<file path="src/rtl/pline_pkg.sv">
// Shared helpers for the pline_* blocks: constant log2 and counter-width sizing.
package pline_pkg;

    function automatic int clog2(input int n);
        int r;
        r = 0;
        for (int i = 0; i < 31; i++)
            if ((1 << i) < n) r = i + 1;
        return r;
    endfunction

    // Width of a counter that must hold 0..depth inclusive (credits, occupancy).
    function automatic int cnt_w(input int depth);
        return clog2(depth + 1);
    endfunction

endpackage

</file>
<file path="src/rtl/pline_credit_buf_if.sv">
// Upstream issue/emerge and downstream valid/ready bundle for pline_credit_buf.
interface pline_credit_buf_if
    import pline_pkg::*;
#(
    parameter int P_WIDTH = 8,
    parameter int P_DEPTH = 8
);
    localparam int CNT_W = cnt_w(P_DEPTH);

    logic               issue;
    logic               issue_ok;
    logic               in_vld;
    logic [P_WIDTH-1:0] in_dat;
    logic               out_vld;
    logic [P_WIDTH-1:0] out_dat;
    logic               out_rdy;
    logic [CNT_W-1:0]   credits;
    logic [CNT_W-1:0]   count;
    logic               err;

    modport master (
        output issue, in_vld, in_dat, out_rdy,
        input  issue_ok, out_vld, out_dat, credits, count, err
    );

    modport slave (
        input  issue, in_vld, in_dat, out_rdy,
        output issue_ok, out_vld, out_dat, credits, count, err
    );
endinterface

</file>
<file path="src/rtl/pline_sfifo.sv">
// Synchronous FIFO, arbitrary depth >= 2, registered-array read of the head.
// A push into a full FIFO is accepted only when a pop frees a slot the same cycle.
module pline_sfifo
    import pline_pkg::*;
#(
    parameter int P_WIDTH = 8,
    parameter int P_DEPTH = 8,
    localparam int CNT_W  = cnt_w(P_DEPTH),
    localparam int PTR_W  = clog2(P_DEPTH)
) (
    input  logic               clk,
    input  logic               rst_n,
    input  logic               push,
    input  logic [P_WIDTH-1:0] push_dat,
    input  logic               pop,
    output logic [P_WIDTH-1:0] pop_dat,
    output logic               empty,
    output logic [CNT_W-1:0]   count,
    output logic               ovf
);
    logic [P_WIDTH-1:0] mem [P_DEPTH];
    logic [PTR_W-1:0]   wr_ptr, rd_ptr;
    logic               full, push_en, pop_en;

    assign empty   = (count == '0);
    assign full    = (count == CNT_W'(P_DEPTH));
    assign pop_en  = pop & ~empty;
    assign push_en = push & (~full | pop_en);
    assign ovf     = push & full & ~pop_en;
    assign pop_dat = mem[rd_ptr];

    always_ff @(posedge clk) begin
        if (push_en) mem[wr_ptr] <= push_dat;
    end

    // Depth need not be a power of two, so wrap on an explicit compare.
    always_ff @(posedge clk) begin
        if (!rst_n) begin
            wr_ptr <= '0;
            rd_ptr <= '0;
            count  <= '0;
        end else begin
            if (push_en)
                wr_ptr <= (wr_ptr == PTR_W'(P_DEPTH - 1)) ? '0 : wr_ptr + PTR_W'(1);
            if (pop_en)
                rd_ptr <= (rd_ptr == PTR_W'(P_DEPTH - 1)) ? '0 : rd_ptr + PTR_W'(1);
            case ({push_en, pop_en})
                2'b10:   count <= count + CNT_W'(1);
                2'b01:   count <= count - CNT_W'(1);
                default: count <= count;
            endcase
        end
    end
endmodule

</file>
<file path="src/rtl/pline_credit_buf.sv">
// Credit-managed landing buffer for a valid-only fixed-latency pipeline.
// Every credit granted upstream reserves one FIFO slot for the item P_LAT cycles later.
module pline_credit_buf
    import pline_pkg::*;
#(
    parameter int P_WIDTH = 8,
    parameter int P_DEPTH = 8,
    parameter int P_LAT   = 4
) (
    input  logic clk,
    input  logic rst_n,
    pline_credit_buf_if.slave bus
);
    localparam int CNT_W = cnt_w(P_DEPTH);

    if (P_DEPTH < 2) begin : g_bad_depth
        $error("pline_credit_buf: P_DEPTH must be at least 2");
    end
    if (P_DEPTH < P_LAT + 1) begin : g_rate_note
        $warning("pline_credit_buf: P_DEPTH < P_LAT+1 limits issue rate");
    end

    logic [CNT_W-1:0]   credits;
    logic [CNT_W-1:0]   fifo_cnt;
    logic [P_WIDTH-1:0] head_dat;
    logic               fifo_empty, fifo_ovf;
    logic               issue_ok, issue_acc, issue_bad, out_vld, pop, err;

    assign issue_ok  = (credits != '0);
    assign issue_acc = bus.issue & issue_ok;
    // An issue without credit is only flagged; the pipeline cannot be stalled.
    assign issue_bad = bus.issue & ~issue_ok;
    assign out_vld   = ~fifo_empty;
    assign pop       = out_vld & bus.out_rdy;

    always_ff @(posedge clk) begin
        if (!rst_n) begin
            credits <= CNT_W'(P_DEPTH);
        end else begin
            case ({pop, issue_acc})
                2'b10:   credits <= credits + CNT_W'(1);
                2'b01:   credits <= credits - CNT_W'(1);
                default: credits <= credits;
            endcase
        end
    end

    always_ff @(posedge clk) begin
        if (!rst_n)                     err <= 1'b0;
        else if (issue_bad | fifo_ovf)  err <= 1'b1;
    end

    pline_sfifo #(
        .P_WIDTH (P_WIDTH),
        .P_DEPTH (P_DEPTH)
    ) u_fifo (
        .clk      (clk),
        .rst_n    (rst_n),
        .push     (bus.in_vld),
        .push_dat (bus.in_dat),
        .pop      (pop),
        .pop_dat  (head_dat),
        .empty    (fifo_empty),
        .count    (fifo_cnt),
        .ovf      (fifo_ovf)
    );

    assign bus.issue_ok = issue_ok;
    assign bus.out_vld  = out_vld;
    assign bus.out_dat  = head_dat;
    assign bus.credits  = credits;
    assign bus.count    = fifo_cnt;
    assign bus.err      = err;
endmodule

</file>
<file path="src/flat_wrapper.sv">
// flat-port wrapper written by rule: the top's interface ports become plain ports
module pline_credit_buf_flat import pline_pkg::*;
#(
    parameter int P_WIDTH = 8,
    parameter int P_DEPTH = 8,
    parameter int P_LAT   = 4
)
  (clk, rst_n, bus_issue, bus_in_vld, bus_in_dat, bus_out_rdy, bus_issue_ok, bus_out_vld, bus_out_dat, bus_credits, bus_count, bus_err);
  pline_credit_buf_if #(.P_WIDTH(P_WIDTH), .P_DEPTH(P_DEPTH)) bus_i ();
  input  logic clk;
  input  logic rst_n;
  input wire logic [$bits(bus_i.issue)-1:0] bus_issue;
  input wire logic [$bits(bus_i.in_vld)-1:0] bus_in_vld;
  input wire logic [$bits(bus_i.in_dat)-1:0] bus_in_dat;
  input wire logic [$bits(bus_i.out_rdy)-1:0] bus_out_rdy;
  output wire logic [$bits(bus_i.issue_ok)-1:0] bus_issue_ok;
  output wire logic [$bits(bus_i.out_vld)-1:0] bus_out_vld;
  output wire logic [$bits(bus_i.out_dat)-1:0] bus_out_dat;
  output wire logic [$bits(bus_i.credits)-1:0] bus_credits;
  output wire logic [$bits(bus_i.count)-1:0] bus_count;
  output wire logic [$bits(bus_i.err)-1:0] bus_err;
  assign bus_i.issue = bus_issue;
  assign bus_i.in_vld = bus_in_vld;
  assign bus_i.in_dat = bus_in_dat;
  assign bus_i.out_rdy = bus_out_rdy;
  assign bus_issue_ok = bus_i.issue_ok;
  assign bus_out_vld = bus_i.out_vld;
  assign bus_out_dat = bus_i.out_dat;
  assign bus_credits = bus_i.credits;
  assign bus_count = bus_i.count;
  assign bus_err = bus_i.err;
  pline_credit_buf #(.P_WIDTH(P_WIDTH), .P_DEPTH(P_DEPTH), .P_LAT(P_LAT)) u_core (.clk(clk), .rst_n(rst_n), .bus(bus_i));
endmodule
</file>
<file path="config.mk">
export PLATFORM = sky130hd
export DESIGN_NAME = pline_credit_buf_flat
export DESIGN_NICKNAME = d
export VERILOG_FILES = /design/src/rtl/pline_pkg.sv /design/src/rtl/pline_credit_buf_if.sv /design/src/rtl/pline_sfifo.sv /design/src/rtl/pline_credit_buf.sv /design/src/flat_wrapper.sv
export SDC_FILE = /design/constraint.sdc
export NUM_CORES = 1
export LEC_CHECK = 0
export CAP_MARGIN = 0
export CORE_MARGIN = 2
export CORE_UTILIZATION = 45
export DETAILED_ROUTE_END_ITERATION = 6
export GPL_TIMING_DRIVEN = 0
export PLACE_DENSITY = 0.61
export SYNTH_ARGS = -nofsm -noshare
export SYNTH_HDL_FRONTEND = slang
export SYNTH_HIERARCHICAL = 1
export SYNTH_SLANG_ARGS = --single-unit
</file>
<file path="constraint.sdc">
create_clock -name clk -period 5.6 [get_ports clk]
set_input_delay 1.12 -clock clk [delete_from_list [all_inputs] [get_ports clk]]
set_output_delay 1.12 -clock clk [all_outputs]
set_load 0.005 [all_outputs]
</file>
==> results.json <==
{
  "regArea_um2": 2280,
  "finalCriticalPeriod_ns": 3.91,
  "placed_area_um2": 3940,
  "worst_slew_pin_slew_ns": 0.978,
  "vdd_ir_drop_max_uv": 238,
  "final_nets": 275,
  "finalSetupViolations": 0,
  "reg2reg_from": "u_core/u_fifo/count[2]",
  "yosys_warnings": 6,
  "ys_seq_area_share_pct": 65.7,
  "layout_commonest_cell": "edfxtp_1",
  "cts_buffers": 9,
  "area_delta_synth_final_pct": 18.4,
  "final_core_util_pct": 54.1,
  "required_ns": 4.48,
  "hpwl_um": 4160,
  "leakagePower_nw": 1.37,
  "gp_congestion": 0.745,
  "final_area_um2": 4110,
  "antenna_found_initial": 0,
  "relSlewSlack_pct": 34.6,
  "arrival_ns": 2.79,
  "clock_skew_ns": 0.0120,
  "r2r_slack_ns": 3.07,
  "dr_total_vias": 1901,
  "via_per_inst": 5.27,
  "r2r-end": "u_core/u_fifo/mem[5][2]",
  "cp_common_cell": "clkbuf_1",
  "port-buffer-count": 30,
  "post_cts_resized": 0,
  "clock_sinks": 82,
  "wl_per_cell_um": 17.5,
  "hp-class": "flop to flop",
  "synth-simple-area-share_pct": 9.00,
  "num-fill-cells": 648,
  "r2r_cells": 8,
  "slowest_delay_ns": 0.58,
  "worstPathMaxFanout": 10,
  "grt_pass1_wl_um": 9850,
  "yosys.area.top_type": "edfxtp_1",
  "worstSkewPairLatency_ns": 0.35,
  "die_y_um": 91.9,
  "synth_compound_area_share_pct": 4.54,
  "track_usage_pct": 16.0,
  "overflow": 0,
  "cp-start-kind": "flop",
  "hold_buffers": 0,
  "path_class": "flop to output port",
  "min_period_over_period_pct": 69.9,
  "synth_area_um2": 3470,
  "first_pass_iters": 4,
  "crit_chain": "clkbuf_1 > clkbuf_1 > mux4_2 > mux2_2 > clkdlybuf4s50_1",
  "finalHoldViolCount": 0,
  "power.density_nw_per_um2": 361,
  "clk_pin_slew_ns": 0.08,
  "synthXorXnorAreaFrac_pct": 1.51,
  "first_iter_violations": 115,
  "synth_top_family_by_area": "multiplexers",
  "cts_tree": "yes",
  "diodes": 0,
  "p_total_mw": 1.48,
  "hold_depth": 2,
  "fmax_mhz": 256,
  "synth_top_area_share_pct": 55.3,
  "rows": 32,
  "synth_seq_cells": 82,
  "setup_tns_ns": 0,
  "drtAntennaViolNets": 0,
  "netlist_instances": 212,
  "synth.distinct_cells": 47,
  "crit_slowest_cell": "clkbuf_1",
  "io_pins": 32,
  "rsz0062_at_grt": "no",
  "synth.net_count": 233,
  "die_w_um": 91.9,
  "ys.flop_type": "edfxtp_1",
  "ctsLongestPathBuffers": 2,
  "yosys-mux-area-fraction_pct": 14.4,
  "synth.area.top_cells": "edfxtp_1 55%, dfxtp_1 10%, mux4_2 10%, ha_1 2.9%, mux2_2 2.6%",
  "drc": 0,
  "crit_path_end_kind": "output port",
  "cts_setup_buffers": 0,
  "grt_max_degree": 16,
  "initial_core_util_pct": 45.7,
  "grt_pass1_vias": 1922,
  "multi_input_area_um2": 1150,
  "drt-total-wl_um": 6300,
  "hold_slack_ns": 0.508,
  "drive_gt1_share_pct": 21.6,
  "core_area_um2": 7610,
  "status": "finished, final reports clean",
  "drv_slew": 0,
  "async_flop_share_pct": 0,
  "cap_violations": 0,
  "cts_root_buf": "clkbuf_8",
  "htreeDepth": 3,
  "synthAdderAreaFrac_pct": 2.88,
  "synth_area_per_cell_um2": 16.4,
  "layout_common_cells": "64 x edfxtp_1, 30 x clkdlybuf4s50_1, 18 x dfxtp_1",
  "dieArea_um2": 8440,
  "synth_edf_count": 64,
  "min_from": "u_core/bus.err",
  "hold_end": "u_core/bus.err"
}
where the power goes:
part | total [mW] | switching, mW | internal (mW) | leakage [nW]
combinational | 0.378 | 0.163 | 0.215 | 0.554
clock | 0.382 | 0.216 | 0.166 | 0.0835
sequential | 0.724 | 0.0346 | 0.690 | 0.728
Yosys cell counts, types with 2 or more instances:
master,n
a21boi_0,4
a21oi_1,3
and2_1,2
buf_2,3
buf_6,2
clkbuf_1,4
dfxtp_1,18
edfxtp_1,64
ha_1,8
inv_1,3
mux2_2,8
mux2i_1,4
mux4_2,16
nand2_1,8
nand2b_1,5
nor2_1,5
nor2b_1,9
nor3_1,4
nor4_1,3
or3_1,7
or3b_2,2
xnor2_1,2
xor2_1,4
state kept, by name, indices dropped and copies added, names as in the netlist, named ones only:
signal                cells
u_core/u_fifo/rd_ptr      3
u_core/bus.err            1
u_core/u_fifo/wr_ptr      3
u_core/bus.credits        4
u_core/u_fifo/mem        64
u_core/u_fifo/count       4
cells by family after synthesis:
family,count (synthesis)
XOR/XNOR,6
buffers and inverters,13
AO/OA/AOI/OAI,20
flip-flops,82
adder cells (fa/ha/maj),8
AND/OR/NAND/NOR,54
multiplexers,29
how the worst max path moves through the flow:
| stage | slack (ns) | startpoint | to | cells past startpoint |
|---|---|---|---|---|
| after floorplan | 2.78 | bus_out_rdy | u_core/u_fifo/mem[0][0] | 5 |
| after global placement | 1.42 | bus_out_rdy | u_core/u_fifo/mem[0][0] | 6 |
| after detailed placement | 2.03 | flop | bus_out_dat[0] | 5 |
| after CTS | 1.64 | flop | bus_out_dat[0] | 5 |
| after global routing | 1.58 | flop | bus_out_dat[0] | 5 |
| final | 1.69 | flop | bus_out_dat[0] | 5 |
area by class of cell:
| class | instances | area share (%) |
|---|---|---|
| clock buffer | 10 | 3.10 |
| timing repair buffer | 31 | 7.48 |
| buffer | 10 | 1.37 |
| multi-input combinational | 117 | 28.0 |
| tap | 102 | 3.10 |
| sequential | 82 | 55.5 |
| inverter | 3 | 0.274 |
| clock inverter | 6 | 1.22 |
through the flow:
| step | setup slack (ns) | instances |
|---|---|---|
| 4_1_cts | 1.64 | 361 |
| 6_report | 1.69 | 361 |
| 2_1_floorplan | 2.78 | 212 |
| 3_3_place_gp | 1.42 | 344 |
| 3_5_place_dp | 2.03 | 345 |
| 5_1_grt | 1.58 | 361 |
worst max-delay path: cells and delay by family, from the launching register on:
| family | cells | cell delay (ns) |
|---|---|---|
| multiplexers | 2 | 0.69 |
| buffers and inverters | 3 | 1.44 |
| flip-flops | 1 | 0.31 |
per-layer routing:
metal,up-vias,share of wire [%],track usage (%)
met5,-,0,0
met3,8,3.1,3.53
met2,30,50,25.7
met1,947,45,20.5
met4,0,1.6,7.84
li1,916,-,-
Power figures use the tool's default switching activity.
